**src/rtl/icd_pkg.sv**
```systemverilog
// Shared definitions for the task parser: header layout, status codes and
// the parser state encoding.
package icd_pkg;

  // Header word positions inside a task message.
  localparam int LEN_IDX      = 0;
  localparam int TASK_ID_IDX  = 1;
  localparam int STATUS_IDX   = 2;
  localparam int HEADER_WORDS = 3;

  // Status code returned in the response header.
  typedef enum logic [1:0] {
    TASK_VALID   = 2'd0,
    TASK_INVALID = 2'd1,
    TASK_TIMEOUT = 2'd2
  } status_e;

  // Parser control state.
  typedef enum logic [2:0] {
    IDLE     = 3'd0,
    SNK      = 3'd1,
    VALIDATE = 3'd2,
    SRC_CMD  = 3'd3,
    SRC_RESP = 3'd4
  } state_e;

endpackage

```
**src/rtl/task_msg_buf.sv**
```systemverilog
// Message buffer: DEPTH x DATA_W register array with one write port that
// appends at a saturating word count, one indexed read port and direct taps
// on the length and task_id header words. Writes past the end are dropped
// and raise the overflow flag.
module task_msg_buf
  import icd_pkg::*;
#(
  parameter int DATA_W = 32,
  parameter int DEPTH  = 16
) (
  input  logic                       clk,
  input  logic                       rst_n,
  input  logic                       clr,       // empty the buffer (count/overflow)
  input  logic                       wr_first,  // restart: store at word 0
  input  logic                       wr_en,     // append at current count
  input  logic [DATA_W-1:0]          wr_data,
  input  logic [$clog2(DEPTH)-1:0]   rd_idx,
  output logic [DATA_W-1:0]          rd_data,
  output logic [DATA_W-1:0]          hdr_len,
  output logic [DATA_W-1:0]          hdr_id,
  output logic [$clog2(DEPTH+1)-1:0] word_cnt,
  output logic                       overflow
);

  localparam int IDX_W = $clog2(DEPTH);
  localparam int CNT_W = $clog2(DEPTH+1);

  logic [DATA_W-1:0] mem_q [DEPTH];
  logic [DATA_W-1:0] mem_d [DEPTH];
  logic [CNT_W-1:0]  cnt_q, cnt_d;
  logic              ovf_q, ovf_d;

  // Next buffer contents, count and overflow flag.
  always_comb begin
    // NOTE: every target gets a default first so no path leaves it unassigned (no latch).
    mem_d = mem_q;
    cnt_d = cnt_q;
    ovf_d = ovf_q;
    if (clr) begin
      cnt_d = '0;
      ovf_d = 1'b0;
    end else if (wr_first) begin
      mem_d[0] = wr_data;
      cnt_d    = CNT_W'(1);
      ovf_d    = 1'b0;
    end else if (wr_en) begin
      if (cnt_q < CNT_W'(DEPTH)) begin
        mem_d[IDX_W'(cnt_q)] = wr_data;
        cnt_d                = cnt_q + CNT_W'(1);
      end else begin
        ovf_d = 1'b1;
      end
    end
  end

  // Buffer state registers.
  always_ff @(posedge clk or negedge rst_n) begin
    if (!rst_n) begin
      // NOTE: the array is reset on purpose so stale header words never leak into a response.
      mem_q <= '{default: '0};
      cnt_q <= '0;
      ovf_q <= 1'b0;
    end else begin
      // NOTE: non-blocking assignments so all flops update together at the edge.
      mem_q <= mem_d;
      cnt_q <= cnt_d;
      ovf_q <= ovf_d;
    end
  end

  assign rd_data  = mem_q[rd_idx];
  assign hdr_len  = mem_q[LEN_IDX];
  assign hdr_id   = mem_q[TASK_ID_IDX];
  assign word_cnt = cnt_q;
  assign overflow = ovf_q;

endmodule

```
**src/rtl/task_parser_mc.sv**
```systemverilog
// Multi-channel task parser. Captures a framed task into task_msg_buf,
// checks its header, forwards the payload to channel task_id as a framed
// command stream and returns a three-word response header with the status.
// Optional build macro: TASK_PARSER_TIMEOUT_EN adds parameter TIMEOUT_CYC and
// aborts a stalled capture with status TASK_TIMEOUT.
module task_parser_mc
  import icd_pkg::*;
#(
  parameter int DATA_W        = 32,
  parameter int MAX_MSG_WORDS = 16,
  parameter int NUM_CH        = 2
`ifdef TASK_PARSER_TIMEOUT_EN
  ,
  parameter int TIMEOUT_CYC   = 1024
`endif
) (
  input  logic              clk,
  input  logic              rst_n,
  output logic              asi_task_ready,
  input  logic              asi_task_valid,
  input  logic              asi_task_sop,
  input  logic              asi_task_eop,
  input  logic [DATA_W-1:0] asi_task_data,
  input  logic              aso_resp_ready,
  output logic              aso_resp_valid,
  output logic              aso_resp_sop,
  output logic              aso_resp_eop,
  output logic [DATA_W-1:0] aso_resp_data,
  input  logic [NUM_CH-1:0] aso_cmd_ready,
  output logic [NUM_CH-1:0] aso_cmd_valid,
  output logic              aso_cmd_sop,
  output logic              aso_cmd_eop,
  output logic [DATA_W-1:0] aso_cmd_data
);

  localparam int BPW   = DATA_W / 8;
  localparam int IDX_W = $clog2(MAX_MSG_WORDS);
  localparam int CNT_W = $clog2(MAX_MSG_WORDS + 1);
  localparam logic [DATA_W-1:0] BPW_V   = DATA_W'(BPW);
  localparam logic [DATA_W-1:0] MIN_LEN = DATA_W'(HEADER_WORDS * BPW);
  localparam logic [DATA_W-1:0] MAX_LEN = DATA_W'(MAX_MSG_WORDS * BPW);

  state_e            state_q, state_d;
  logic [IDX_W-1:0]  rd_idx_q, rd_idx_d;
  status_e           status_q, status_d;

  logic              task_ready_q, task_ready_d;
  logic              resp_valid_q, resp_valid_d;
  logic              resp_sop_q, resp_sop_d;
  logic              resp_eop_q, resp_eop_d;
  logic [DATA_W-1:0] resp_data_q, resp_data_d;
  logic [NUM_CH-1:0] cmd_valid_q, cmd_valid_d;
  logic              cmd_sop_q, cmd_sop_d;
  logic              cmd_eop_q, cmd_eop_d;
  logic [DATA_W-1:0] cmd_data_q, cmd_data_d;

  logic              buf_clr, buf_wr_first, buf_wr;
  logic [DATA_W-1:0] buf_rd_data, buf_hdr_len, buf_hdr_id;
  logic [CNT_W-1:0]  word_cnt;
  logic              overflow;

  logic              task_xfer, cmd_xfer, resp_xfer;
  logic [DATA_W-1:0] hdr_len, hdr_id;
  logic              task_invalid, cmd_last;

  task_msg_buf #(
    .DATA_W (DATA_W),
    .DEPTH  (MAX_MSG_WORDS)
  ) u_buf (
    .clk      (clk),
    .rst_n    (rst_n),
    .clr      (buf_clr),
    .wr_first (buf_wr_first),
    .wr_en    (buf_wr),
    .wr_data  (asi_task_data),
    .rd_idx   (rd_idx_d),
    .rd_data  (buf_rd_data),
    .hdr_len  (buf_hdr_len),
    .hdr_id   (buf_hdr_id),
    .word_cnt (word_cnt),
    .overflow (overflow)
  );

  assign task_xfer = asi_task_valid & task_ready_q;
  assign cmd_xfer  = |(cmd_valid_q & aso_cmd_ready);
  assign resp_xfer = resp_valid_q & aso_resp_ready;

  // Header words that were never written in this task read as zero.
  assign hdr_len = (word_cnt >= CNT_W'(1)) ? buf_hdr_len : '0;
  assign hdr_id  = (word_cnt >= CNT_W'(2)) ? buf_hdr_id  : '0;

  assign task_invalid = overflow
                     || (hdr_len != DATA_W'(word_cnt) * BPW_V)
                     || (hdr_len < MIN_LEN) || (hdr_len > MAX_LEN)
                     || (hdr_id >= DATA_W'(NUM_CH));

  assign cmd_last = (CNT_W'(rd_idx_q) == word_cnt - CNT_W'(1));

`ifdef TASK_PARSER_TIMEOUT_EN
  localparam int TMO_W = $clog2(TIMEOUT_CYC + 1);
  logic [TMO_W-1:0] tmo_q, tmo_d;

  // Idle-cycle counter: runs only in SNK, cleared by any transfer or on leaving SNK.
  always_comb begin
    tmo_d = '0;
    if (state_q == SNK && !task_xfer) tmo_d = tmo_q + TMO_W'(1);
  end

  // Timeout counter register.
  always_ff @(posedge clk or negedge rst_n) begin
    if (!rst_n) tmo_q <= '0;
    else        tmo_q <= tmo_d;
  end
`endif

  // State, read index and status register.
  always_ff @(posedge clk or negedge rst_n) begin
    if (!rst_n) begin
      state_q  <= IDLE;
      rd_idx_q <= '0;
      status_q <= TASK_VALID;
    end else begin
      state_q  <= state_d;
      rd_idx_q <= rd_idx_d;
      status_q <= status_d;
    end
  end

  // Next-state logic plus buffer write/clear control.
  always_comb begin
    state_d      = state_q;
    rd_idx_d     = rd_idx_q;
    status_d     = status_q;
    buf_clr      = 1'b0;
    buf_wr_first = 1'b0;
    buf_wr       = 1'b0;
    unique case (state_q)
      IDLE: begin
        if (task_xfer && asi_task_sop) begin
          buf_wr_first = 1'b1;
          state_d      = asi_task_eop ? VALIDATE : SNK;
        end
      end
      SNK: begin
        if (task_xfer) begin
          buf_wr_first = asi_task_sop;
          buf_wr       = !asi_task_sop;
          if (asi_task_eop) state_d = VALIDATE;
        end
`ifdef TASK_PARSER_TIMEOUT_EN
        else if (tmo_q == TMO_W'(TIMEOUT_CYC - 1)) begin
          state_d  = SRC_RESP;
          rd_idx_d = '0;
          status_d = TASK_TIMEOUT;
        end
`endif
      end
      VALIDATE: begin
        status_d = task_invalid ? TASK_INVALID : TASK_VALID;
        if (!task_invalid && word_cnt > CNT_W'(HEADER_WORDS)) begin
          state_d  = SRC_CMD;
          rd_idx_d = IDX_W'(HEADER_WORDS);
        end else begin
          state_d  = SRC_RESP;
          rd_idx_d = '0;
        end
      end
      SRC_CMD: begin
        if (cmd_xfer) begin
          if (cmd_last) begin
            state_d  = SRC_RESP;
            rd_idx_d = '0;
          end else begin
            rd_idx_d = rd_idx_q + IDX_W'(1);
          end
        end
      end
      SRC_RESP: begin
        if (resp_xfer) begin
          if (rd_idx_q == IDX_W'(STATUS_IDX)) begin
            state_d  = IDLE;
            rd_idx_d = '0;
            buf_clr  = 1'b1;
          end else begin
            rd_idx_d = rd_idx_q + IDX_W'(1);
          end
        end
      end
      default: state_d = IDLE;
    endcase
  end

  // Registered stream outputs, derived from the state being entered.
  always_comb begin
    task_ready_d = (state_d == IDLE) || (state_d == SNK);
    cmd_valid_d  = '0;
    cmd_sop_d    = 1'b0;
    cmd_eop_d    = 1'b0;
    cmd_data_d   = '0;
    resp_valid_d = 1'b0;
    resp_sop_d   = 1'b0;
    resp_eop_d   = 1'b0;
    resp_data_d  = '0;
    if (state_d == SRC_CMD) begin
      for (int c = 0; c < NUM_CH; c++) cmd_valid_d[c] = (hdr_id == DATA_W'(c));
      cmd_data_d = buf_rd_data;
      cmd_sop_d  = (rd_idx_d == IDX_W'(HEADER_WORDS));
      cmd_eop_d  = (CNT_W'(rd_idx_d) == word_cnt - CNT_W'(1));
    end
    if (state_d == SRC_RESP) begin
      resp_valid_d = 1'b1;
      resp_sop_d   = (rd_idx_d == IDX_W'(LEN_IDX));
      resp_eop_d   = (rd_idx_d == IDX_W'(STATUS_IDX));
      if (rd_idx_d == IDX_W'(LEN_IDX))           resp_data_d = MIN_LEN;
      else if (rd_idx_d == IDX_W'(TASK_ID_IDX))  resp_data_d = hdr_id;
      else                                       resp_data_d = DATA_W'(status_d);
    end
  end

  // Output registers.
  always_ff @(posedge clk or negedge rst_n) begin
    if (!rst_n) begin
      task_ready_q <= 1'b0;
      resp_valid_q <= 1'b0;
      resp_sop_q   <= 1'b0;
      resp_eop_q   <= 1'b0;
      resp_data_q  <= '0;
      cmd_valid_q  <= '0;
      cmd_sop_q    <= 1'b0;
      cmd_eop_q    <= 1'b0;
      cmd_data_q   <= '0;
    end else begin
      task_ready_q <= task_ready_d;
      resp_valid_q <= resp_valid_d;
      resp_sop_q   <= resp_sop_d;
      resp_eop_q   <= resp_eop_d;
      resp_data_q  <= resp_data_d;
      cmd_valid_q  <= cmd_valid_d;
      cmd_sop_q    <= cmd_sop_d;
      cmd_eop_q    <= cmd_eop_d;
      cmd_data_q   <= cmd_data_d;
    end
  end

  assign asi_task_ready = task_ready_q;
  assign aso_resp_valid = resp_valid_q;
  assign aso_resp_sop   = resp_sop_q;
  assign aso_resp_eop   = resp_eop_q;
  assign aso_resp_data  = resp_data_q;
  assign aso_cmd_valid  = cmd_valid_q;
  assign aso_cmd_sop    = cmd_sop_q;
  assign aso_cmd_eop    = cmd_eop_q;
  assign aso_cmd_data   = cmd_data_q;

endmodule
```
**config.mk**
```make
export PLATFORM = sky130hd
export DESIGN_NAME = task_parser_mc
export DESIGN_NICKNAME = d
export VERILOG_FILES = /design/src/rtl/icd_pkg.sv /design/src/rtl/task_msg_buf.sv /design/src/rtl/task_parser_mc.sv
export SDC_FILE = /design/constraint.sdc
export NUM_CORES = 1
export LEC_CHECK = 0
export BUFFER_PORTS_ARGS = -buffer_cell sky130_fd_sc_hd__buf_4
export CORE_ASPECT_RATIO = 1.1
export CORE_MARGIN = 2
export CORE_UTILIZATION = 60
export DETAILED_ROUTE_END_ITERATION = 8
export MAX_ROUTING_LAYER = met4
export PLACE_DENSITY = 0.85
export RECOVER_POWER = 100
export SLEW_MARGIN = 40
export SYNTH_ARGS = -nofsm -noshare
export SYNTH_HDL_FRONTEND = slang
export SYNTH_SLANG_ARGS = --single-unit
```
**constraint.sdc**
```tcl
create_clock -name clk -period 4.5 [get_ports clk]
set_clock_uncertainty 0.15 [all_clocks]
set_input_delay 0.45 -clock clk [delete_from_list [all_inputs] [get_ports clk]]
set_output_delay 0.45 -clock clk [all_outputs]
set_load 0.05 [all_outputs]
```
==> results of run 1 <==
power by group:
group          internal, uW  switching [uW]  leakage [uW]  total [uW]
Combinational          2330            4500       0.00494        6830
Sequential             5900             590       0.00819        6490
Clock                  2650            2030      0.000878        4680
Total                 10900            7130        0.0140       18000
state kept, by name (all words and copies together), names as in the netlist, 3 cells and up:
signal          count
u_buf.mem_q       448
aso_cmd_data       32
aso_resp_data      32
u_buf.hdr_id       32
u_buf.hdr_len      32
u_buf.word_cnt      5
rd_idx_q            4
state_q             3
layout make-up:
cell class | count | area [um2]
tap | 581 | 727
timing repair buffer | 182 | 1190
antenna | 5 | 12.5
clock inverter | 15 | 156
fill | 3143 | 14500
clock buffer | 82 | 1620
inverter | 18 | 70.1
sequential | 599 | 15000
multi-input combinational | 1291 | 11000
cell families (layout without fill, tap and decap cells):
group / Yosys count / count (layout) / share of synthesized area [%]
AO/OA/AOI/OAI: 380 / 380 / 10.7
flip-flops: 599 / 599 / 56.2
adder cells (fa/ha/maj): 7 / 7 / 0.329
other: 0 / 5 / 0
buffers and inverters: 186 / 297 / 3.03
multiplexers: 547 / 547 / 23.0
XOR/XNOR: 15 / 15 / 0.544
AND/OR/NAND/NOR: 342 / 342 / 6.16
per-layer routing:
metal | part of all wire, % | wire [um] | up-vias
li1 | - | - | 7787
met1 | 39 | 30500 | 9834
met2 | 46 | 36300 | 1184
met3 | 9.0 | 7030 | 335
met4 | 5.5 | 4310 | 0
met5 | 0 | 0 | -
path summary, 6_finish.rpt:
path | slack [ps] | to | cells past startpoint | from
setup / recovery | 150 | u_buf.hdr_len[31] | 7 | state_q[0]
hold / removal | 50 | u_buf.hdr_id[26] | 2 | asi_task_data[26]
setup reg to reg | 150 | u_buf.hdr_len[31] | 7 | state_q[0]
hold reg to reg | 340 | status_q[1] | 1 | status_q[1]
max in group asynchronous | 740 | u_buf.mem_q[443] | 4 | rst_n
min in group asynchronous | 1320 | u_buf.mem_q[35] | 2 | rst_n
metrics by stage:
stage	total power, uW	instance area [um2]	hold WS (ps)	util (%)	instances
2_1_floorplan	10800	26700	4.41	-	2076
6_report	18000	29700	47.3	67.2	2773
5_1_grt	18600	29700	66.1	67.2	2773
3_5_place_dp	13200	28400	261	64.2	2669
3_3_place_gp	13000	28300	313	64.0	2666
4_1_cts	17900	30100	25.7	68.2	2767
cells in the mapped netlist, drive strengths merged, types with 28 or more instances:
library cell / number / area [um2]
o2111a: 28 / 315
o22ai: 105 / 663
mux2i: 30 / 304
mux2: 517 / 5820
nand2: 135 / 507
a21oi: 32 / 164
o21ai: 61 / 305
nor2: 77 / 299
and2: 33 / 206
o221ai: 64 / 561
clkbuf: 109 / 409
buf: 59 / 332
dfrtp: 599 / 15000
critical path, delay by kind of cell (launching register included):
| family | cells | cell delay, ps |
|---|---|---|
| buffers and inverters | 3 | 1470 |
| AO/OA/AOI/OAI | 1 | 1340 |
| flip-flops | 1 | 480 |
| AND/OR/NAND/NOR | 2 | 400 |
| multiplexers | 1 | 360 |
placed cells by master (no fill, tap or decap), drive strengths merged, types with 27 or more instances in the layout:
cell / Yosys / final
nor2: 77 / 77
nand2: 135 / 135
o21ai: 61 / 61
a21oi: 32 / 32
dfrtp: 599 / 599
a32oi: 27 / 27
clkbuf: 109 / 183
o2111a: 28 / 28
buf: 59 / 80
o221ai: 64 / 64
and2: 33 / 33
mux2: 517 / 517
mux2i: 30 / 30
nand3: 27 / 27
o22ai: 105 / 105
timing repair:
item	4_1_cts	5_1_grt
hold buffers	1	0
hold endpoints to repair	50	0
setup buffers	0	0
==> run_results.csv, run 1 <==
group,metric,value,unit
status,status,"finished, violations left",
status,violations,"capacitance limit, slew limit",
clock_tree,root_buffer,"clkbuf_16",
floorplanning,rows,81,
hold_path,holdCritPathClass,"primary input to flip-flop",
job,max_cap_violations,4,
logic_synthesis,ys_ff_latch,599,
sta,hold_violations,0,
clock_tree,numCtsBuffers,56,
global_route,antenna_found_initial,5,
route,via_per_inst,6.90,
floorplanning,pin_count,112,
sta,worst_slack,150,ps
place,gp_congestion,0.895,
sta,finalCritPeriodShare,96.7,%
global_route,grt_pass1_vias,19799,
floorplanning,die_h,225,um
critical_path,cp.arrival,4690,ps
route,drt-total-wl,78100,um
power,ir_worst_vdd,637,uV
critical_path,start_kind,"flip-flop",
logic_synthesis,yosysUniqueCellTypes,77,
clock_tree,clockBufferDepth,3,
place,numPortBuffers,111,
floorplanning,die_x,205,um
global_route,grt_max_degree,115,
route,final_antenna_net_count,0,
sta,setup_tns,0,ps
critical_path,crit_fanout,14,
logic_synthesis,synth.cell_area,26700,um2
power,p_per_area,606,nW/um2
logic_synthesis,syn_nets,2123,
global_route,grt_pass1_wl,119000,um
logic_synthesis,synthArstFlopShare,100,%
clock_tree,cts_resized,0,
route,vias,19140,
critical_path,path_class,"flip-flop to flip-flop",
floorplanning,start_util,60.3,%
global_route,grtUsageMet2,52.6,%
critical_path,path_cells,"inv_1 > nor2_1 > nand4_1 > o21ai_0 > clkbuf_1 > buf_4 > mux2_2",
global_route,met1_usage,45.4,%
logic_synthesis,ys_warn_count,0,
route,drc,0,
route,drtPass1Iterations,5,
route,wl_per_cell,28.2,um
sta,period_minus_slack,4350,ps
clock_tree,clk_pin_slew,70,ps
critical_path,crit_path_max_incr_delay,1340,ps
logic_synthesis,synth_flop_cell,"dfrtp_1",
clock_tree,clock_sinks,599,
clock_tree,clk_latency,620,ps
global_route,met3_usage,6.95,%
route,drt_iter0_drc,1880,
power,p_leak,0.0140,uW
global_route,grt_use_total,35.2,%
global_route,overflow,0,
sta,grt_setup_unrepaired,"no",
layout,area_growth,11.5,%
layout,drive_gt1_share,33.6,%
sta,slew_headroom,-115,%
critical_path,endpoint_kind,"flip-flop",
floorplanning,die_area,46100,um2
clock_tree,cts.htree.levels,2,
place,pre_cts_slack,337,ps
place,hpwl,46100,um
sta,worst_pin_slew,3230,ps
critical_path,cp_slowest_cell,"o21ai_0",
floorplanning,coreArea,44200,um2
sta,setup_violations,0,
critical_path,crit_required,4840,ps
layout,nets,2195,
logic_synthesis,seq_area_frac_synth,56.2,%
logic_synthesis,synth-edff-count,0,
global_route,busiest_layer,"met2",
sta,max_freq,230,MHz
sta,maxSlewViolCount,103,
logic_synthesis,postSynthAreaPerCell,12.8,um2
clock_tree,cts_tree,"yes",
logic_synthesis,netlist_instances,2076,
Note: power is estimated with default switching activity, not from simulation.
==> inputs of run 2 (changes only) <==
==> constraint.sdc (replaced) <==
create_clock -name clk -period 4.5 [get_ports clk]
set_clock_uncertainty 0.15 [all_clocks]
set_input_delay 0.225 -clock clk [delete_from_list [all_inputs] [get_ports clk]]
set_output_delay 0.225 -clock clk [all_outputs]
set_load 0.05 [all_outputs]
==> run 2 against run 1 <==
Compared with the run above: the flow still finishes with violations (capacitance limit, slew limit); sequential share of layout area shrank 0.95 points; non-clock buffer count grew 33; flip-flop and latch count is the same; final cell count grew 1.5%; sequential power grew 0.8%; worst hold slack gained 30 ps; critical path type unchanged; largest cell class unchanged; largest power group unchanged.
==> run_results.csv, run 2 (same netlist as run 1, synthesis figures left out) <==
group,metric,value,unit
clock_tree,cts_tree,"yes",
route,final_antenna_net_count,0,
global_route,grt_max_degree,117,
sta,max_freq,234,MHz
critical_path,crit_top_cell,"nor2_1",
place,hpwl,46300,um
place,gp_congestion,0.906,
global_route,grt_pass1_vias,20066,
route,wl_per_cell,28.2,um
route,vias,19485,
critical_path,path_cells,"inv_1 > nor2_1 > nand4_1 > nor2_1 > clkbuf_1 > nand3_1 > buf_4 > mux2_2",
status,violations,"capacitance limit, slew limit",
route,drc,0,
critical_path,cp.arrival,4630,ps
critical_path,crit_fanout,20,
floorplanning,die_area,46100,um2
layout,final_common_cell,"dfrtp_1",
sta,period_minus_slack,4280,ps
global_route,overflow,0,
critical_path,crit_buf_inv,3,
layout,num-fill-cells,3065,
clock_tree,numCtsBuffers,58,
sta,grt_setup_unrepaired,"no",
layout,largest_reg_flops,448,
clock_tree,clk_latency,630,ps
status,status,"finished, violations left",
job,max_cap_violations,4,
floorplanning,rows,81,
sta,slew_headroom,-54.2,%
global_route,antenna_found_initial,3,
layout,area_growth,13.6,%
critical_path,path_delay_family,"simple AND/OR/NAND/NOR gates",
layout,regMostFlops,"u_buf.mem_q",
clock_tree,clk_pin_slew,60,ps
power,ir_worst_vdd,718,uV
power,p_per_area,612,nW/um2
power,p_leak,0.0142,uW
clock_tree,root_buffer,"clkbuf_16",
sta,maxSlewViolCount,98,
hold_path,holdCritPathClass,"primary input to flip-flop",
floorplanning,pin_count,112,
sta,setup_violations,0,
floorplanning,die_h,225,um
layout,mostFrequentLayoutCells,"dfrtp_1 (599), mux2_2 (506), nand2_1 (135)",
critical_path,path_class,"flip-flop to flip-flop",
critical_path,crit_path_max_incr_delay,1280,ps
global_route,grt_pass1_wl,121000,um
floorplanning,start_util,60.3,%
sta,setup_tns,0,ps
route,drtPass1Iterations,6,
critical_path,endpoint_kind,"flip-flop",
clock_tree,clock_sinks,599,
route,via_per_inst,6.92,
route,drt-total-wl,79200,um
critical_path,crit_required,4850,ps
clock_tree,clockBufferDepth,3,
place,pre_cts_slack,538,ps
global_route,grt_use_total,35.8,%
sta,hold_slack,77.2,ps
clock_tree,cts_resized,0,
critical_path,cp_slowest_cell,"nand3_1",
critical_path,start_kind,"flip-flop",
layout,drive_gt1_share,32.9,%
sta,worst_pin_slew,2290,ps
floorplanning,coreArea,44200,um2
sta,finalCritPeriodShare,95.1,%
clock_tree,cts_setup_buffers,0,
layout,nets,2230,
route,drt_iter0_drc,2235,
sta,hold_violations,0,
place,numPortBuffers,111,
floorplanning,die_x,205,um
clock_tree,cts.htree.levels,2,
sta,worst_slack,221,ps
clock_tree,hold_buffers,37,
[run 2: cell types whose count changed in the layout (fill, tap and decap cells not counted), moves of 3 or more]
cell / before / now
nor2_4: 7 / 11
clkbuf_2: 19 / 13
inv_6: 1 / 4
bufinv_16: 3 / 8
buf_12: 11 / 7
nor2_2: 5 / 1
dlygate4sd3_1: 1 / 38
[run 2: routing by layer]
metal	global-route usage, %	part of all wire [%]
met1	46.2	37
met2	53.7	47
met3	8.07	11
met5	-	0
met4	18.3	4.9
[run 2: power breakdown]
group / switching (uW) / leakage (uW) / total [uW] / internal [uW]
clock: 2090 / 0.00100 / 5150 / 3060
combinational: 4480 / 0.00504 / 6840 / 2360
sequential: 635 / 0.00819 / 6540 / 5900
total: 7210 / 0.0142 / 18500 / 11300
[run 2: through the flow]
stage                     total power, uW  cell area (um2)  std cells  utilization [%]
after global routing                19200            30300       2810             68.5
after global placement              13000            28300       2664             64.0
final                               18500            30300       2814             68.5
after CTS                           18400            30700       2806             69.5
after floorplan                     10800            26700       2076                -
after detailed placement            13200            28300       2665             64.1
[run 2: layout make-up]
class / count / area, um2 / share of cell area (%)
flip-flops and latches: 599 / 15000 / 49.5
diodes: 6 / 15.0 / 0.0496
clock inverters: 23 / 340 / 1.12
clock buffers: 81 / 1680 / 5.54
inverters: 18 / 70.1 / 0.231
well taps: 581 / 727 / 2.40
repair buffers: 215 / 1480 / 4.89
multi-input cells: 1291 / 11000 / 36.3
[run 2: worst min-delay path, delay by kind of cell]
kind	cells	cell delay, ps
AND/OR/NAND/NOR	2	350
buffers and inverters	1	120
AO/OA/AOI/OAI	1	110
[run 2: worst paths after layout]
path | depth (start not counted) | start | slack [ps] | endpoint
hold / removal | 4 | asi_task_valid | 80 | u_buf.word_cnt[0]
max in group asynchronous | 5 | rst_n | 820 | u_buf.mem_q[354]
hold reg to reg | 1 | status_q[1] | 340 | status_q[1]
setup / recovery | 8 | state_q[0] | 220 | u_buf.mem_q[438]
setup reg to reg | 8 | state_q[0] | 220 | u_buf.mem_q[438]
min in group asynchronous | 3 | rst_n | 1080 | u_buf.mem_q[2]
